## src/rtl/uart_pkg.sv

```systemverilog
// uart_pkg: definitions shared by the UART receiver and transmitter.
//   rx_state_t      receiver FSM state encoding
//   PAR_MODE_*      parity-mode constants (value of the PARITY_ODD parameter)
//   parity_error()  maps the XOR of data+parity bits to an error flag
package uart_pkg;

  typedef enum logic [2:0] {
    ST_IDLE      = 3'd0,
    ST_START     = 3'd1,
    ST_DATA      = 3'd2,
    ST_PARITY    = 3'd3,
    ST_STOP      = 3'd4,
    ST_WAIT_HIGH = 3'd5
  } rx_state_t;

  localparam logic PAR_MODE_EVEN = 1'b0;
  localparam logic PAR_MODE_ODD  = 1'b1;

  // i_xor is the XOR over all data bits and the parity bit.
  // Odd parity expects 1, even parity expects 0.
  function automatic logic parity_error(input logic i_xor, input logic i_odd);
    return i_odd ? ~i_xor : i_xor;
  endfunction

endpackage

```

## src/rtl/uart_rx_ovs_if.sv

```systemverilog
// uart_rx_ovs_if: receiver output channel (valid/ready with status flags).
//   o_data        received word
//   o_valid       word and flags hold an unconsumed frame
//   i_ready       consumer accepts on o_valid && i_ready
//   o_parity_err, o_frame_err, o_break, o_overrun : status, qualified by o_valid
// master = receiver side, slave = consumer side.
interface uart_rx_ovs_if #(
  parameter int N_DATA = 8
) ();
  logic [N_DATA-1:0] o_data;
  logic              o_valid;
  logic              i_ready;
  logic              o_parity_err;
  logic              o_frame_err;
  logic              o_break;
  logic              o_overrun;

  modport master (
    output o_data, o_valid, o_parity_err, o_frame_err, o_break, o_overrun,
    input  i_ready
  );

  modport slave (
    input  o_data, o_valid, o_parity_err, o_frame_err, o_break, o_overrun,
    output i_ready
  );
endinterface

```

## src/rtl/uart_sync2.sv

```systemverilog
// uart_sync2: two-flop synchronizer for an asynchronous input.
//   i_clock  clock
//   i_reset  synchronous active-high reset, loads both flops with RST_VAL
//   i_d      asynchronous input
//   o_q      synchronized output
module uart_sync2 #(
  parameter logic RST_VAL = 1'b1
) (
  input  logic i_clock,
  input  logic i_reset,
  input  logic i_d,
  output logic o_q
);
  logic r_ff1;
  logic r_ff2;

  always_ff @(posedge i_clock) begin
    if (i_reset) begin
      r_ff1 <= RST_VAL;
      r_ff2 <= RST_VAL;
    end else begin
      r_ff1 <= i_d;
      r_ff2 <= r_ff1;
    end
  end

  assign o_q = r_ff2;
endmodule

```

## src/rtl/uart_rx_ovs.sv

```systemverilog
// uart_rx_ovs: oversampling UART receiver with registered valid/ready output.
//   i_clock  clock, rising edge
//   i_reset  synchronous active-high reset
//   i_tick   oversampling strobe, OVS pulses per bit period
//   i_rx     asynchronous serial line, idle high
//   rx_if    output channel (master): data, valid, ready, status flags
// The FSM only advances on i_tick cycles and never stalls on the output
// register; a frame completing while the previous one is still held and
// not accepted is dropped and flagged as overrun.
module uart_rx_ovs
  import uart_pkg::*;
#(
  parameter int N_DATA     = 8,
  parameter int OVS        = 16,
  parameter int PARITY_EN  = 1,
  parameter int PARITY_ODD = 1,
  parameter int M_STOP     = 1
) (
  input  logic          i_clock,
  input  logic          i_reset,
  input  logic          i_tick,
  input  logic          i_rx,
  uart_rx_ovs_if.master rx_if
);
  localparam int CNT_W = $clog2(OVS);
  localparam int IDX_W = 4;
  localparam logic [CNT_W-1:0] CNT_HALF = CNT_W'(OVS / 2 - 1);
  localparam logic [CNT_W-1:0] CNT_LAST = CNT_W'(OVS - 1);
  localparam logic [IDX_W-1:0] IDX_DATA_LAST = IDX_W'(N_DATA - 1);
  localparam logic [IDX_W-1:0] IDX_STOP_LAST = IDX_W'(M_STOP - 1);
  localparam logic ODD_MODE = (PARITY_ODD != 0) ? PAR_MODE_ODD : PAR_MODE_EVEN;

  logic w_rx_s;

  uart_sync2 #(.RST_VAL(1'b1)) u_sync (
    .i_clock (i_clock),
    .i_reset (i_reset),
    .i_d     (i_rx),
    .o_q     (w_rx_s)
  );

  rx_state_t         r_state, w_state_nxt;
  logic [CNT_W-1:0]  r_cnt, w_cnt_nxt;
  logic [IDX_W-1:0]  r_idx, w_idx_nxt;
  logic [N_DATA-1:0] r_shift, w_shift_nxt;
  logic              r_par, w_par_nxt;
  logic              r_ferr, w_ferr_nxt;
  logic              w_done;

  always_ff @(posedge i_clock) begin
    if (i_reset) begin
      r_state <= ST_IDLE;
      r_cnt   <= '0;
      r_idx   <= '0;
      r_shift <= '0;
      r_par   <= 1'b0;
      r_ferr  <= 1'b0;
    end else begin
      r_state <= w_state_nxt;
      r_cnt   <= w_cnt_nxt;
      r_idx   <= w_idx_nxt;
      r_shift <= w_shift_nxt;
      r_par   <= w_par_nxt;
      r_ferr  <= w_ferr_nxt;
    end
  end

  always_comb begin
    w_state_nxt = r_state;
    w_cnt_nxt   = r_cnt;
    w_idx_nxt   = r_idx;
    w_shift_nxt = r_shift;
    w_par_nxt   = r_par;
    w_ferr_nxt  = r_ferr;
    w_done      = 1'b0;
    if (i_tick) begin
      unique case (r_state)
        ST_IDLE: begin
          if (!w_rx_s) begin
            w_state_nxt = ST_START;
            w_cnt_nxt   = '0;
          end
        end
        ST_START: begin
          // Re-check the line half a bit in; a high level there is a glitch.
          if (r_cnt == CNT_HALF) begin
            w_cnt_nxt  = '0;
            w_idx_nxt  = '0;
            w_par_nxt  = 1'b0;
            w_ferr_nxt = 1'b0;
            w_state_nxt = w_rx_s ? ST_IDLE : ST_DATA;
          end else begin
            w_cnt_nxt = r_cnt + 1'b1;
          end
        end
        ST_DATA: begin
          if (r_cnt == CNT_LAST) begin
            w_cnt_nxt   = '0;
            w_shift_nxt = {w_rx_s, r_shift[N_DATA-1:1]};  // LSB arrives first
            if (r_idx == IDX_DATA_LAST) begin
              w_idx_nxt   = '0;
              w_state_nxt = (PARITY_EN != 0) ? ST_PARITY : ST_STOP;
            end else begin
              w_idx_nxt = r_idx + 1'b1;
            end
          end else begin
            w_cnt_nxt = r_cnt + 1'b1;
          end
        end
        ST_PARITY: begin
          if (r_cnt == CNT_LAST) begin
            w_cnt_nxt   = '0;
            w_par_nxt   = w_rx_s;
            w_state_nxt = ST_STOP;
          end else begin
            w_cnt_nxt = r_cnt + 1'b1;
          end
        end
        ST_STOP: begin
          if (r_cnt == CNT_LAST) begin
            w_cnt_nxt = '0;
            if (!w_rx_s) w_ferr_nxt = 1'b1;
            if (r_idx == IDX_STOP_LAST) begin
              w_done      = 1'b1;
              w_idx_nxt   = '0;
              w_state_nxt = w_rx_s ? ST_IDLE : ST_WAIT_HIGH;
            end else begin
              w_idx_nxt = r_idx + 1'b1;
            end
          end else begin
            w_cnt_nxt = r_cnt + 1'b1;
          end
        end
        ST_WAIT_HIGH: begin
          if (w_rx_s) w_state_nxt = ST_IDLE;
        end
        default: w_state_nxt = ST_IDLE;
      endcase
    end
  end

  // Status of the completing frame; the final stop sample is folded in live.
  logic w_frame_ferr;
  logic w_frame_perr;
  logic w_frame_brk;

  assign w_frame_ferr = r_ferr | ~w_rx_s;
  assign w_frame_perr = (PARITY_EN != 0) ? parity_error(^{r_shift, r_par}, ODD_MODE) : 1'b0;
  assign w_frame_brk  = w_frame_ferr && (r_shift == '0) && !r_par;

  logic [N_DATA-1:0] r_data;
  logic              r_valid;
  logic              r_perr;
  logic              r_ferr_o;
  logic              r_brk;
  logic              r_overrun;

  always_ff @(posedge i_clock) begin
    if (i_reset) begin
      r_data    <= '0;
      r_valid   <= 1'b0;
      r_perr    <= 1'b0;
      r_ferr_o  <= 1'b0;
      r_brk     <= 1'b0;
      r_overrun <= 1'b0;
    end else if (w_done) begin
      if (!r_valid || rx_if.i_ready) begin
        r_data    <= r_shift;
        r_valid   <= 1'b1;
        r_perr    <= w_frame_perr;
        r_ferr_o  <= w_frame_ferr;
        r_brk     <= w_frame_brk;
        r_overrun <= 1'b0;
      end else begin
        r_overrun <= 1'b1;  // held word is kept, new word is lost
      end
    end else if (r_valid && rx_if.i_ready) begin
      r_valid   <= 1'b0;
      r_overrun <= 1'b0;
    end
  end

  assign rx_if.o_data       = r_data;
  assign rx_if.o_valid      = r_valid;
  assign rx_if.o_parity_err = r_perr;
  assign rx_if.o_frame_err  = r_ferr_o;
  assign rx_if.o_break      = r_brk;
  assign rx_if.o_overrun    = r_overrun;
endmodule

```

## src/flat_wrapper.sv

```systemverilog
// flat-port wrapper written by rule: the top's interface ports become plain ports
module uart_rx_ovs_flat import uart_pkg::*;
#(
  parameter int N_DATA     = 8,
  parameter int OVS        = 16,
  parameter int PARITY_EN  = 1,
  parameter int PARITY_ODD = 1,
  parameter int M_STOP     = 1
)
  (i_clock, i_reset, i_tick, i_rx, rx_if_o_data, rx_if_o_valid, rx_if_o_parity_err, rx_if_o_frame_err, rx_if_o_break, rx_if_o_overrun, rx_if_i_ready);
  uart_rx_ovs_if #(.N_DATA(N_DATA)) rx_if_i ();
  input  logic i_clock;
  input  logic i_reset;
  input  logic i_tick;
  input  logic i_rx;
  output wire logic [$bits(rx_if_i.o_data)-1:0] rx_if_o_data;
  output wire logic [$bits(rx_if_i.o_valid)-1:0] rx_if_o_valid;
  output wire logic [$bits(rx_if_i.o_parity_err)-1:0] rx_if_o_parity_err;
  output wire logic [$bits(rx_if_i.o_frame_err)-1:0] rx_if_o_frame_err;
  output wire logic [$bits(rx_if_i.o_break)-1:0] rx_if_o_break;
  output wire logic [$bits(rx_if_i.o_overrun)-1:0] rx_if_o_overrun;
  input wire logic [$bits(rx_if_i.i_ready)-1:0] rx_if_i_ready;
  assign rx_if_o_data = rx_if_i.o_data;
  assign rx_if_o_valid = rx_if_i.o_valid;
  assign rx_if_o_parity_err = rx_if_i.o_parity_err;
  assign rx_if_o_frame_err = rx_if_i.o_frame_err;
  assign rx_if_o_break = rx_if_i.o_break;
  assign rx_if_o_overrun = rx_if_i.o_overrun;
  assign rx_if_i.i_ready = rx_if_i_ready;
  uart_rx_ovs #(.N_DATA(N_DATA), .OVS(OVS), .PARITY_EN(PARITY_EN), .PARITY_ODD(PARITY_ODD), .M_STOP(M_STOP)) u_core (.i_clock(i_clock), .i_reset(i_reset), .i_tick(i_tick), .i_rx(i_rx), .rx_if(rx_if_i));
endmodule
```

## config.mk

```make
export PLATFORM = sky130hd
export DESIGN_NAME = uart_rx_ovs_flat
export DESIGN_NICKNAME = d
export VERILOG_FILES = /design/src/rtl/uart_pkg.sv /design/src/rtl/uart_rx_ovs_if.sv /design/src/rtl/uart_sync2.sv /design/src/rtl/uart_rx_ovs.sv /design/src/flat_wrapper.sv
export SDC_FILE = /design/constraint.sdc
export NUM_CORES = 1
export LEC_CHECK = 0
export BUFFER_PORTS_ARGS = -buffer_cell sky130_fd_sc_hd__buf_2
export CAP_MARGIN = 25
export CORE_MARGIN = 2
export CORE_UTILIZATION = 23
export DETAILED_ROUTE_END_ITERATION = 7
export GPL_ROUTABILITY_DRIVEN = 1
export MAX_ROUTING_LAYER = met4
export PLACE_DENSITY = 0.46
export SLEW_MARGIN = 15
export SYNTH_ARGS = -nofsm -noshare
export SYNTH_HDL_FRONTEND = slang
export SYNTH_SLANG_ARGS = --single-unit
```

## constraint.sdc

```tcl
create_clock -name i_clock -period 2.35 [get_ports i_clock]
set_clock_uncertainty 0.05 [all_clocks]
set_input_delay 0.1175 -clock i_clock [delete_from_list [all_inputs] [get_ports i_clock]]
set_output_delay 0.1175 -clock i_clock [all_outputs]
set_load 0.05 [all_outputs]
```

**Word level (Yosys, flattened, before mapping)**

Cells that the tools add are included.

- Add/sub/neg operators: 2
- Eq/ne operators: 18
- Mux-type cells: 36
- Bitwise gates (word level): 3
- Reductions and logical operators: 24

Operator list:

| cell | count |
|---|---|
| $mux W4 | 8 |
| $mux W3 | 9 |
| $pmux W4 S3 | 2 |
| $pmux W3 S6 | 1 |
| $mux W1 | 13 |
| $ne A2 B1 Y1 const B | 6 |
| $reduce_and A5 Y1 | 2 |
| $reduce_and A9 Y1 | 1 |
| $reduce_xor A9 Y1 | 1 |
| $add A4 B1 Y4 const B | 2 |
| $eq A4 B3 Y1 const B | 2 |
| $logic_not A8 Y1 | 1 |
| $ne A2 B2 Y1 const B | 4 |
| $eq A3 B2 Y1 const B | 2 |
| $eq A3 B3 Y1 const B | 2 |
| $reduce_and A3 Y1 | 2 |
| $reduce_bool A2 Y1 | 3 |
| $reduce_bool A3 Y1 | 2 |
| $eq A4 B4 Y1 const B | 1 |
| $logic_not A4 Y1 | 1 |
| $pmux W1 S2 | 2 |
| $reduce_and A2 Y1 | 2 |
| $reduce_and A4 Y1 | 1 |
| $eq A3 B1 Y1 const B | 1 |
| 8 further kinds | 12 |

- Bits in registers: 36
- Input port bits: 5
- Output and inout bits: 13
- Logic and storage cells: 97

**Depth between registers and ports, before layout**

Gate-level depths: netlist of run 1.

- Depth after elaboration: 7
- Depth in mapped cells: 9

**Cells and area by module**

From an unflattened synthesis of run 1, not the netlist that was laid out.

- Cells, all modules: 212
- Area, all modules: 1858.0 um^2

By module, submodules not included:

| module | times used | cells each | area each (um^2) | sequential area each (um^2) |
|---|---|---|---|---|
| uart_rx_ovs | 1 | 208 | 1805.5 | 680.7 |
| uart_sync2 | 1 | 4 | 52.6 | 40.0 |

**Worst setup path after synthesis of run 1**

No wires, ideal clock.

- Kind: register -> register
- Start: register u_core.r_idx[0]
- End: register u_core.r_state[2]
- Library setup time: 0.070 ns
- Arrival time: 1.744 ns
- Slack: 0.486 ns
- Stages on the path, launching flop included: 8
- Clock period less this slack: 1.864 ns
- Cells stage by stage: dfxtp_1 inv_1 ha_1 nor3b_1 o22a_1 o211ai_1 or4_1 a21oi_1

- Word-level cells in the longest chain between the ends: 3

RTL lines:

| what | line | RTL |
|---|---|---|
| from (decl) | uart_rx_ovs.sv:44 | `logic [IDX_W-1:0] r_idx, w_idx_nxt;` |
| from (signal assigned) | uart_rx_ovs.sv:61 | `r_idx <= w_idx_nxt;` |
| $eq A4 B3 Y1 / $logic_not A4 Y1 (equally long branches) | uart_rx_ovs.sv:100, uart_rx_ovs.sv:123 |  |
| $ne A2 B1 Y1 (no line) | - |  |
| $reduce_and A9 Y1 (no line) * | - |  |
| to (signal assigned) | uart_rx_ovs.sv:59 | `r_state <= w_state_nxt;` |
| to (decl) | uart_rx_ovs.sv:42 | `rx_state_t r_state, w_state_nxt;` |

Mark *: on every way between the ends. The rest lies on a longest branch, timed or not.
A chain may end at the register's enable or synchronous reset.

**Worst setup path in the final report of run 1**

- Start: register u_core.r_state[1]
- End: register u_core.r_idx[3]

- Word-level cells in the longest chain between the ends: 3

RTL lines:

| what | line | RTL |
|---|---|---|
| $eq A3 B3 Y1, or another cell as far along | uart_rx_ovs.sv:77 | `unique case (r_state)` |
| $ne A2 B1 Y1 (no line) / $reduce_bool A3 Y1 (equally long branches) | - |  |
| $reduce_and A5 Y1 (no line) | - |  |

Parallel ways exist; a longest one is shown, timed or not.

==> results of run 1 <==
-- logic make-up (layout without fill, tap and decap cells) --
group	Yosys count	in the layout
flops	36	36
compound gates	51	51
mux	10	10
buf+inv	19	41
fa+ha+maj	3	3
simple gates	83	83
xor+xnor	9	9
-- state kept, by name (all words and copies together) (netlist names), 3 cells and up --
signal	cells
u_core.r_cnt	4
u_core.r_idx	4
u_core.r_shift	8
u_core.r_state	3
u_core.rx_if.o_data	8
-- metal layers --
layer / up-vias / part of all wire, %
met4: 0 / 2.4
li1: 785 / -
met3: 6 / 3.7
met1: 701 / 50
met2: 37 / 44
met5: - / 0
-- where the power goes --
group / internal [mW] / switching (mW) / leakage [nW]
clock: 0.315 / 0.225 / 0.0552
sequential: 0.615 / 0.0136 / 0.290
combinational: 0.0343 / 0.0507 / 0.440
total: 0.964 / 0.289 / 0.785
-- area by class of cell --
type,instances,area [sq um],area share (%)
sequential,36,721,34.1
inverter,7,26.3,1.24
timing repair buffer,26,158,7.46
multi-input combinational,156,972,46.0
clock buffer,6,72.6,3.44
tap,102,128,6.04
clock inverter,2,35.0,1.66
-- synth_stat cells (all sizes together), types with 4 or more instances --
library cell,n,share of area [%]
clkbuf,5,1.1
or3,5,1.8
nand2b,5,2.2
nor3,4,1.1
nand2,16,3.4
a21oi,20,5.8
dfxtp,36,41
nor3b,4,2.0
buf,7,2.3
inv,7,1.5
xnor2,7,3.4
nand3,6,1.7
nor2,22,4.6
mux2i,10,5.6
o21ai,16,4.5
-- worst max-delay path: cells and delay by family (launching register included) --
family	cells	cell delay, ns
AND/OR/NAND/NOR	2	0.95
flip-flops	1	0.63
AO/OA/AOI/OAI	2	0.39
-- through the flow --
step | instances | hold slack [ns] | setup WS, ns | util (%) | instance area (sq um)
floorplan | 211 | 0.170 | 0.486 | - | 1780
global placement | 325 | 0.257 | 0.315 | 26.1 | 1980
detailed placement | 325 | 0.255 | 0.264 | 26.1 | 1980
CTS | 335 | 0.192 | 0.249 | 27.8 | 2110
global route | 335 | 0.227 | 0.0371 | 27.8 | 2110
finish | 335 | 0.201 | 0.238 | 27.8 | 2110
-- how the worst max path moves through the flow --
stage	from	end	slack, ns	depth (start not counted)
after global routing	u_core.r_idx[0]	u_core.r_state[2]	0.04	7
after detailed placement	u_core.r_idx[0]	u_core.r_state[2]	0.26	7
final	u_core.r_state[1]	u_core.r_idx[3]	0.24	4
after floorplan	u_core.r_idx[0]	u_core.r_state[2]	0.49	7
after global placement	u_core.r_idx[0]	u_core.r_state[2]	0.32	7
after CTS	u_core.r_idx[0]	u_core.r_state[2]	0.25	7
==> metrics, run 1 <==
status complete, no violations; DRC violations left 0; # diodes 0; CTS Buf Count 5; cells along the critical path or3b_1 > o22a_1 > or4_1 > a21oi_1; RSZ-0062 raised after global routing no; worst hold-check path type input port to flip-flop; Clock Tree Buf Depth 2; r2r setup slk 0.24 ns; mux contribution to synthesized area under 10%; Crit-path slowest cell dfxtp_1; final hold vios 0; M2 GR Usage around 15%; starting DRC count in detailed routing 96; I/O Pins 18; die area 0.00845 sq mm; clk slew on worst S/H paths roughly 0.070 ns; met3 Use GR roughly 2.5%; crit end category flip-flop; Filler cells 860; Post-CTS Hold Buffers 2; Slew HR about 55%; postcts setup bufs 0; max cap viols 0; number of flops mapped to enable cells by yosys 0; required time worst endpoint 2.51 ns; HPWL after DPL approximately 2.6 mm; drt total wl approximately 3.8 mm; Synth Area in XOR/XNOR about 4.4%; post-route minimum period around 2.1 ns; Post-synth top flop dfxtp_1; Critical Path AT between 2 and 2.5 ns; unique cell type count in the Yosys netlist 43; Top Usage Layer GRT met2; Die H around 92 um; Mapped Cells around 210; Crit Path Max Fanout 15; post-route ant nets 0; GRT Util Overall approximately a tenth; clock latency on the worst-skew pair between 0.2 and 0.3 ns; Synth Area in Compound Gates between 15 and 20%; CTS sink count 36; first-pass GRT wire length about 6.6 mm; most common cell after layout, fill and taps aside dfxtp_1; post-cts gate resize count 0; Reg-to-Reg Start u_core.r_state[1]; largest net degree at the start of global routing 37; Vias roughly 1500; Mapped Avg Cell Area 8.43 sq um; worst slew pin tran approximately 0.67 ns; Max VDD drop between 0.0002 and 0.0003 V; GRT overflow 0; setup TNS 0 ns; final setup fails 0; Area Growth Syn to Fin 18.8%; final max-slew violation count 0; largest family of logic cells by synthesized area simple AND/OR/NAND/NOR gates; simple-gate area share of the yosys netlist 25.6%; Async S/R FF share, synth 0%; GRT met1 Usage 12.7%; synth warn 0; Buffers on Ports 17; drt via density about 4.6; syn_nets between 200 and 250; Hold Path End u_core.r_state[2]; Synth Register Bits 36; DRT Pass-1 Iters 4; Period Utilization, post-route about nine tenths; commonest non-fill, non-tap cells in the layout 36 x dfxtp_1, 22 x nor2_1, 19 x a21oi_1; FF-to-FF End u_core.r_idx[3]; Die W between 90 and 100 um; core area 0.00761 sq mm; kind of critical path flip-flop to flip-flop; CP startpoint kind flip-flop; Pwr Total approximately 1.3 mW; row count 32; initial antenna violation count 0; Placer Congestion 0.746; H-tree level count 2; worst hold stages 4; share of layout cells above drive strength 1 roughly 16%; Pwr per Cell Area slightly below 600 mW/mm^2; hold_sp i_tick; Pleak a little under 0.8 nW; highest clock rate between 400 and 500 MHz; mapped cell area ~0.0018 sq mm; Seq/Total Area, Yosys ~41%; Post-Synth Adder-Cell Area between 2 and 2.5%; average wire per standard cell 11.4 um; worst-case reg-to-reg path depth 4; initial core utilization 23.4%; vias in the first global route between 1000 and 1500; clock root buffer master clkbuf_8; slowest cell delay on critical path roughly 0.63 ns; Final nets 240; CTS tree built
(Power assumes the default switching activity.)
==> inputs of run 2 (changes only) <==
--- a/config.mk
+++ b/config.mk
@@ -5,6 +5,7 @@
 export SDC_FILE = /design/constraint.sdc
 export NUM_CORES = 1
 export LEC_CHECK = 0
+export ABC_CLOCK_PERIOD_IN_PS = 2350
 export BUFFER_PORTS_ARGS = -buffer_cell sky130_fd_sc_hd__buf_2
 export CAP_MARGIN = 25
 export CORE_MARGIN = 2
@@ -16,4 +17,5 @@
 export SLEW_MARGIN = 15
 export SYNTH_ARGS = -nofsm -noshare
 export SYNTH_HDL_FRONTEND = slang
+export SYNTH_HIERARCHICAL = 1
 export SYNTH_SLANG_ARGS = --single-unit
==> run 2 against run 1 <==
  * Worst setup slack better by 0.032 ns
  * Hold slack worse by 0.17 ns
  * Combinational power fell by 9.4%
  * Clock-buffer cell count stayed put
  * Cell area rose by 1.4%
  * Non-clock buffer count decreased by 6
  * Flip-flop and latch count unchanged
  * Critical path depth is 1 higher
  * Wire length rose by 9.7%
  * First-iteration DRC count fell by 17%
  * Via count increased by 1.1%
  * Critical endpoint is now u_core/rx_if.o_data[3]
==> metrics, run 2 <==
Crit Path Max Fanout 12; syn_nets 220; RSZ-0062 raised after global routing no; CTS tree built; drt total wl ~4.2 mm; Die H 93.9 um; Die W 93.9 um; unique cell type count in the Yosys netlist 51; GRT overflow 0; die area slightly below 0.009 sq mm; share of layout cells above drive strength 1 13.7%; Vias 1546; post-cts gate resize count 0; Slew HR ~57%; Synth area leaders dfxtp_1 39%, mux2i_1 4.8%, a21oi_1 4.6%, o21ai_0 4.0%, nor2_1 3.8%; DRT Pass-1 Iters 6; Synth Register Bits 36; worst hold-check path type input port to flip-flop; Pleak between 0.7 and 0.8 nW; Synth top cells by count 36 x dfxtp_1, 19 x nor2_1, 17 x a21oi_1; fin util approximately 28%; Yosys top cell area share slightly below 40%; number of flops mapped to enable cells by yosys 0; highest clock rate between 400 and 500 MHz; clk slew on worst S/H paths roughly 0.080 ns; Mapped Cells between 200 and 250; CTS Buf Count 5; worst slew pin tran 0.644 ns; first-pass GRT wire length roughly 7.4 mm; required time worst endpoint ~2.4 ns; I/O Pins 18; # diodes 0; post-route ant nets 0; average wire per standard cell between 10 and 15 um; Period Utilization, post-route 88.5%; vias in the first global route ~1500; Clock Tree Buf Depth 2; HPWL after DPL between 2 and 3 mm; post-route minimum period about 2.1 ns; CTS sink count 36; Mapped Avg Cell Area 8.76 sq um; Pwr Total approximately 1.2 mW; initial core utilization between 20% and 30%; largest net degree at the start of global routing 37; Placer Congestion ~0.73; max cap viols 0; synth warn 6; setup TNS 0 ns; final max-slew violation count 0; final setup fails 0; postcts setup bufs 0; starting DRC count in detailed routing 80; Seq/Total Area, Yosys about 39%; Area Growth Syn to Fin 15.2%; Max VDD drop ~0.00020 V; GRT Util Overall about a tenth; CP startpoint kind flip-flop; status complete, no violations; row count 32; commonest non-fill, non-tap cells in the layout 36 x dfxtp_1, 19 x nor2_1, 17 x buf_2, 17 x a21oi_1, 15 x o21ai_0; Post-synth top flop dfxtp_1; core area about 0.008 sq mm; Post-CTS Hold Buffers 1; final hold vios 0; Async S/R FF share, synth 0%; Critical Path AT around 2.2 ns; kind of critical path flip-flop to flip-flop; mapped cell area ~0.0019 sq mm; Pwr per Cell Area between 500 and 600 mW/mm^2; largest area contributor in the netlist dfxtp_1; Buffers on Ports 17; most common cell after layout, fill and taps aside dfxtp_1; DRC violations left 0; Final nets 234; drt via density between 4 and 5; clock root buffer master clkbuf_8; most common cell in the netlist dfxtp_1; initial antenna violation count 0; H-tree level count 2; crit end category flip-flop; clock latency on the worst-skew pair 0.28 ns
-- run 2: through the flow --
stage / hold slack [ns] / worst slack, ns / instances / instance area (sq um)
CTS: 0.00300 / 0.299 / 329 / 2140
detailed placement: 0.255 / 0.304 / 320 / 2020
global placement: 0.258 / 0.337 / 320 / 2020
global route: 0.0454 / 0.0895 / 329 / 2140
floorplan: 0.165 / 0.688 / 212 / 1860
finish: 0.0265 / 0.271 / 329 / 2140
-- run 2: metal layers --
| layer | routed length (um) | share of wire, % | track usage (%) |
|---|---|---|---|
| met5 | 0 | 0 | - |
| met4 | 39 | 0.93 | 2.90 |
| met3 | 125 | 3.0 | 1.69 |
| met2 | 1800 | 43 | 15.5 |
| met1 | 2240 | 53 | 14.9 |
-- run 2: logic make-up (layout without fill, tap and decap cells) --
logic type | count (synthesis) | count (layout) | share of synthesized area [%]
muxes | 9 | 9 | 4.85
buffers and inverters | 19 | 34 | 4.58
and+or+nand+nor | 83 | 83 | 27.1
adders and majority gates | 3 | 3 | 2.02
DFF | 36 | 36 | 38.8
xor gates and xnor gates | 8 | 8 | 4.51
AOI/OAI and AO/OA | 54 | 54 | 18.1
-- run 2: final cells by class --
cell class | instances | area, sq um
inverters | 6 | 22.5
repair buffers | 20 | 110
multi-input cells | 157 | 1050
clock inverters | 2 | 35.0
well taps | 102 | 128
flip-flops and latches | 36 | 721
fillers | 872 | 5630
clock buffers | 6 | 72.6
-- run 2: final timing paths --
| check | startpoint | slack (ns) | cells past startpoint | endpoint |
|---|---|---|---|---|
| worst max register to register | u_core/r_cnt[0] | 0.27 | 5 | u_core/rx_if.o_data[3] |
| worst max-delay path | u_core/r_cnt[0] | 0.27 | 5 | u_core/rx_if.o_data[3] |
| worst min register to register | u_core/u_sync/r_ff1 | 0.35 | 1 | u_core/u_sync/o_q |
| worst min-delay path | rx_if_i_ready | 0.03 | 2 | u_core/rx_if.o_overrun |
-- run 2: critical path, cell delays in order (launching register included) --
cell and delay [ns]:
dfxtp_1 0.37, ha_1 0.24, nand3_1 0.28, nand4bb_1 0.60, o21ai_0 0.31, a21oi_1 0.09
-- run 2: where the power goes --
group	switching, mW	total (mW)	internal (mW)	leakage, nW
Sequential	0.0144	0.631	0.616	0.291
Clock	0.211	0.525	0.315	0.0552
Combinational	0.0481	0.0770	0.0289	0.423
Total	0.273	1.23	0.960	0.768
==> inputs of run 3 (changes only) <==
--- a/config.mk
+++ b/config.mk
@@ -10,10 +10,12 @@
 export CAP_MARGIN = 25
 export CORE_MARGIN = 2
 export CORE_UTILIZATION = 23
+export CTS_BUF_LIST = sky130_fd_sc_hd__clkbuf_2 sky130_fd_sc_hd__clkbuf_4 sky130_fd_sc_hd__clkbuf_8
 export DETAILED_ROUTE_END_ITERATION = 7
 export GPL_ROUTABILITY_DRIVEN = 1
 export MAX_ROUTING_LAYER = met4
 export PLACE_DENSITY = 0.46
+export REMOVE_ABC_BUFFERS = 1
 export SLEW_MARGIN = 15
 export SYNTH_ARGS = -nofsm -noshare
 export SYNTH_HDL_FRONTEND = slang
==> run 3 against run 2 <==
  * Cell area about the same
  * Die area unchanged
  * Sequential share of layout area about the same
  * Hold slack better by 0.11 ns
  * Non-clock buffer count down 1
  * Clock power up 4.4%
  * Power up 1.8%
  * Critical path type unchanged
  * Largest cell class unchanged
==> metrics, run 3 (synthesized netlist as in run 2, its figures left out) <==
Buffers on Ports 17; H-tree level count 2; crit end category flip-flop; fin util ~28%; Post-Place Cells roughly 320; drt via density about 4.9; die area 0.00881 sq mm; core area 0.00777 sq mm; row count 32; CTS tree built; highest clock rate 492 MHz; required time worst endpoint around 2.5 ns; worst hold-check path type input port to flip-flop; Period Utilization, post-route just under 90%; post-cts gate resize count 0; cell family with most CP delay simple AND/OR/NAND/NOR gates; Non-Filler Instances 328; max cap viols 0; setup TNS 0 ns; largest net degree at the start of global routing 37; DRC violations left 0; initial core utilization a little under a quarter; final hold vios 0; final setup fails 0; starting DRC count in detailed routing 91; Filler cells around 900; Crit Path Max Fanout 12; Final nets 233; Crit-path slowest cell nand4bb_1; post-route ant nets 0; slowest cell delay on critical path about 0.58 ns; final max-slew violation count 0; RSZ-0062 raised after global routing no; vias in the first global route between 1500 and 2000; clock root buffer master clkbuf_8; Critical Path AT roughly 2.1 ns; Min Hold Slack roughly 0.14 ns; clock latency on the worst-skew pair roughly 0.29 ns; clk slew on worst S/H paths 0.08 ns; worst path buffer plus inverter count 0; cells along the critical path ha_1 > nand3_1 > nand4bb_1 > o21ai_0 > a21oi_1; GRT Util Overall roughly a tenth; CTS sink count 36; # diodes 0; most common cell after layout, fill and taps aside dfxtp_1; Die H 93.9 um; share of layout cells above drive strength 1 between 10% and 20%; initial antenna violation count 0; HPWL after DPL around 2.8 mm; kind of critical path flip-flop to flip-flop; drt total wl around 4.2 mm; setup ws final 0.316 ns; I/O Pins 18; Slew HR between 50% and 60%; Die W between 90 and 100 um; GRT overflow 0; average wire per standard cell ~13 um; CTS Buf Count 5; DRT Pass-1 Iters 4; commonest non-fill, non-tap cells in the layout 36 x dfxtp_1, 19 x nor2_1, 17 x buf_2, 17 x a21oi_1, 15 x o21ai_0; Place WS roughly 0.29 ns; first-pass GRT wire length between 7 and 8 mm; worst slew pin tran about 0.69 ns; CP startpoint kind flip-flop; Area Growth Syn to Fin 15.2%; status complete, no violations; Pleak 0.761 nW; Placer Congestion about 0.76; post-route minimum period around 2 ns; Max VDD drop 0.000263 V; Vias between 1500 and 2000; Pwr per Cell Area slightly below 600 mW/mm^2; Clock Tree Buf Depth 2
[run 3: cell types whose count changed in the layout (fill, tap and decap cells not counted), sizes merged]
cell / delta
buf: -2
clkbuf: -1
clkinvlp: +1
dlygate4sd3: +1
[run 3: final cells by class]
class	instances	area (sq um)	area share, %
multi-input combinational	157	1050	49.2
timing repair buffer	19	105	4.91
clock inverter	3	42.5	1.99
clock buffer	5	68.8	3.22
sequential	36	721	33.7
tap	102	128	5.96
inverter	6	22.5	1.05
[run 3: per-stage QoR]
step,cell area (sq um),power [mW]
floorplan,1800,0.689
global placement,2010,0.718
detailed placement,2010,0.719
CTS,2140,1.28
global route,2140,1.32
finish,2140,1.25
[run 3: power breakdown]
group          internal (mW)  total, mW  switching, mW
combinational         0.0290     0.0750         0.0460
sequential             0.616      0.632         0.0156
clock                  0.314      0.548          0.234
total                  0.959       1.25          0.296
[run 3: per-layer routing]
layer | routed length [um] | GRT usage, % | share of wire (%) | vias to the layer above
li1 | - | - | - | 801
met2 | 1870 | 16.1 | 44 | 28
met1 | 2130 | 14.0 | 50 | 761
met5 | 0 | - | 0 | -
met4 | 58 | 4.35 | 1.4 | 0
met3 | 183 | 2.17 | 4.3 | 4
[run 3: worst register-to-register path, delay by kind of cell, from the launching register on]
kind | cells | cell delay (ns)
fa+ha+maj | 1 | 0.24
flops | 1 | 0.36
simple gates | 2 | 0.85
compound gates | 2 | 0.40
[run 3: final timing paths]
check                                               to  slack [ns]           startpoint  cells past startpoint
worst max-delay path            u_core/rx_if.o_data[2]        0.32      u_core/r_cnt[0]                      5
worst min-delay path                   u_core/r_cnt[0]        0.14               i_tick                      3
worst max register to register  u_core/rx_if.o_data[2]        0.32      u_core/r_cnt[0]                      5
worst min register to register       u_core/u_sync/o_q        0.36  u_core/u_sync/r_ff1                      1
[run 3: what timing repair did]
item                      in CTS  in global routing
setup buffers                  0                  0
hold endpoints to repair       2                  0
hold buffers                   2                  0
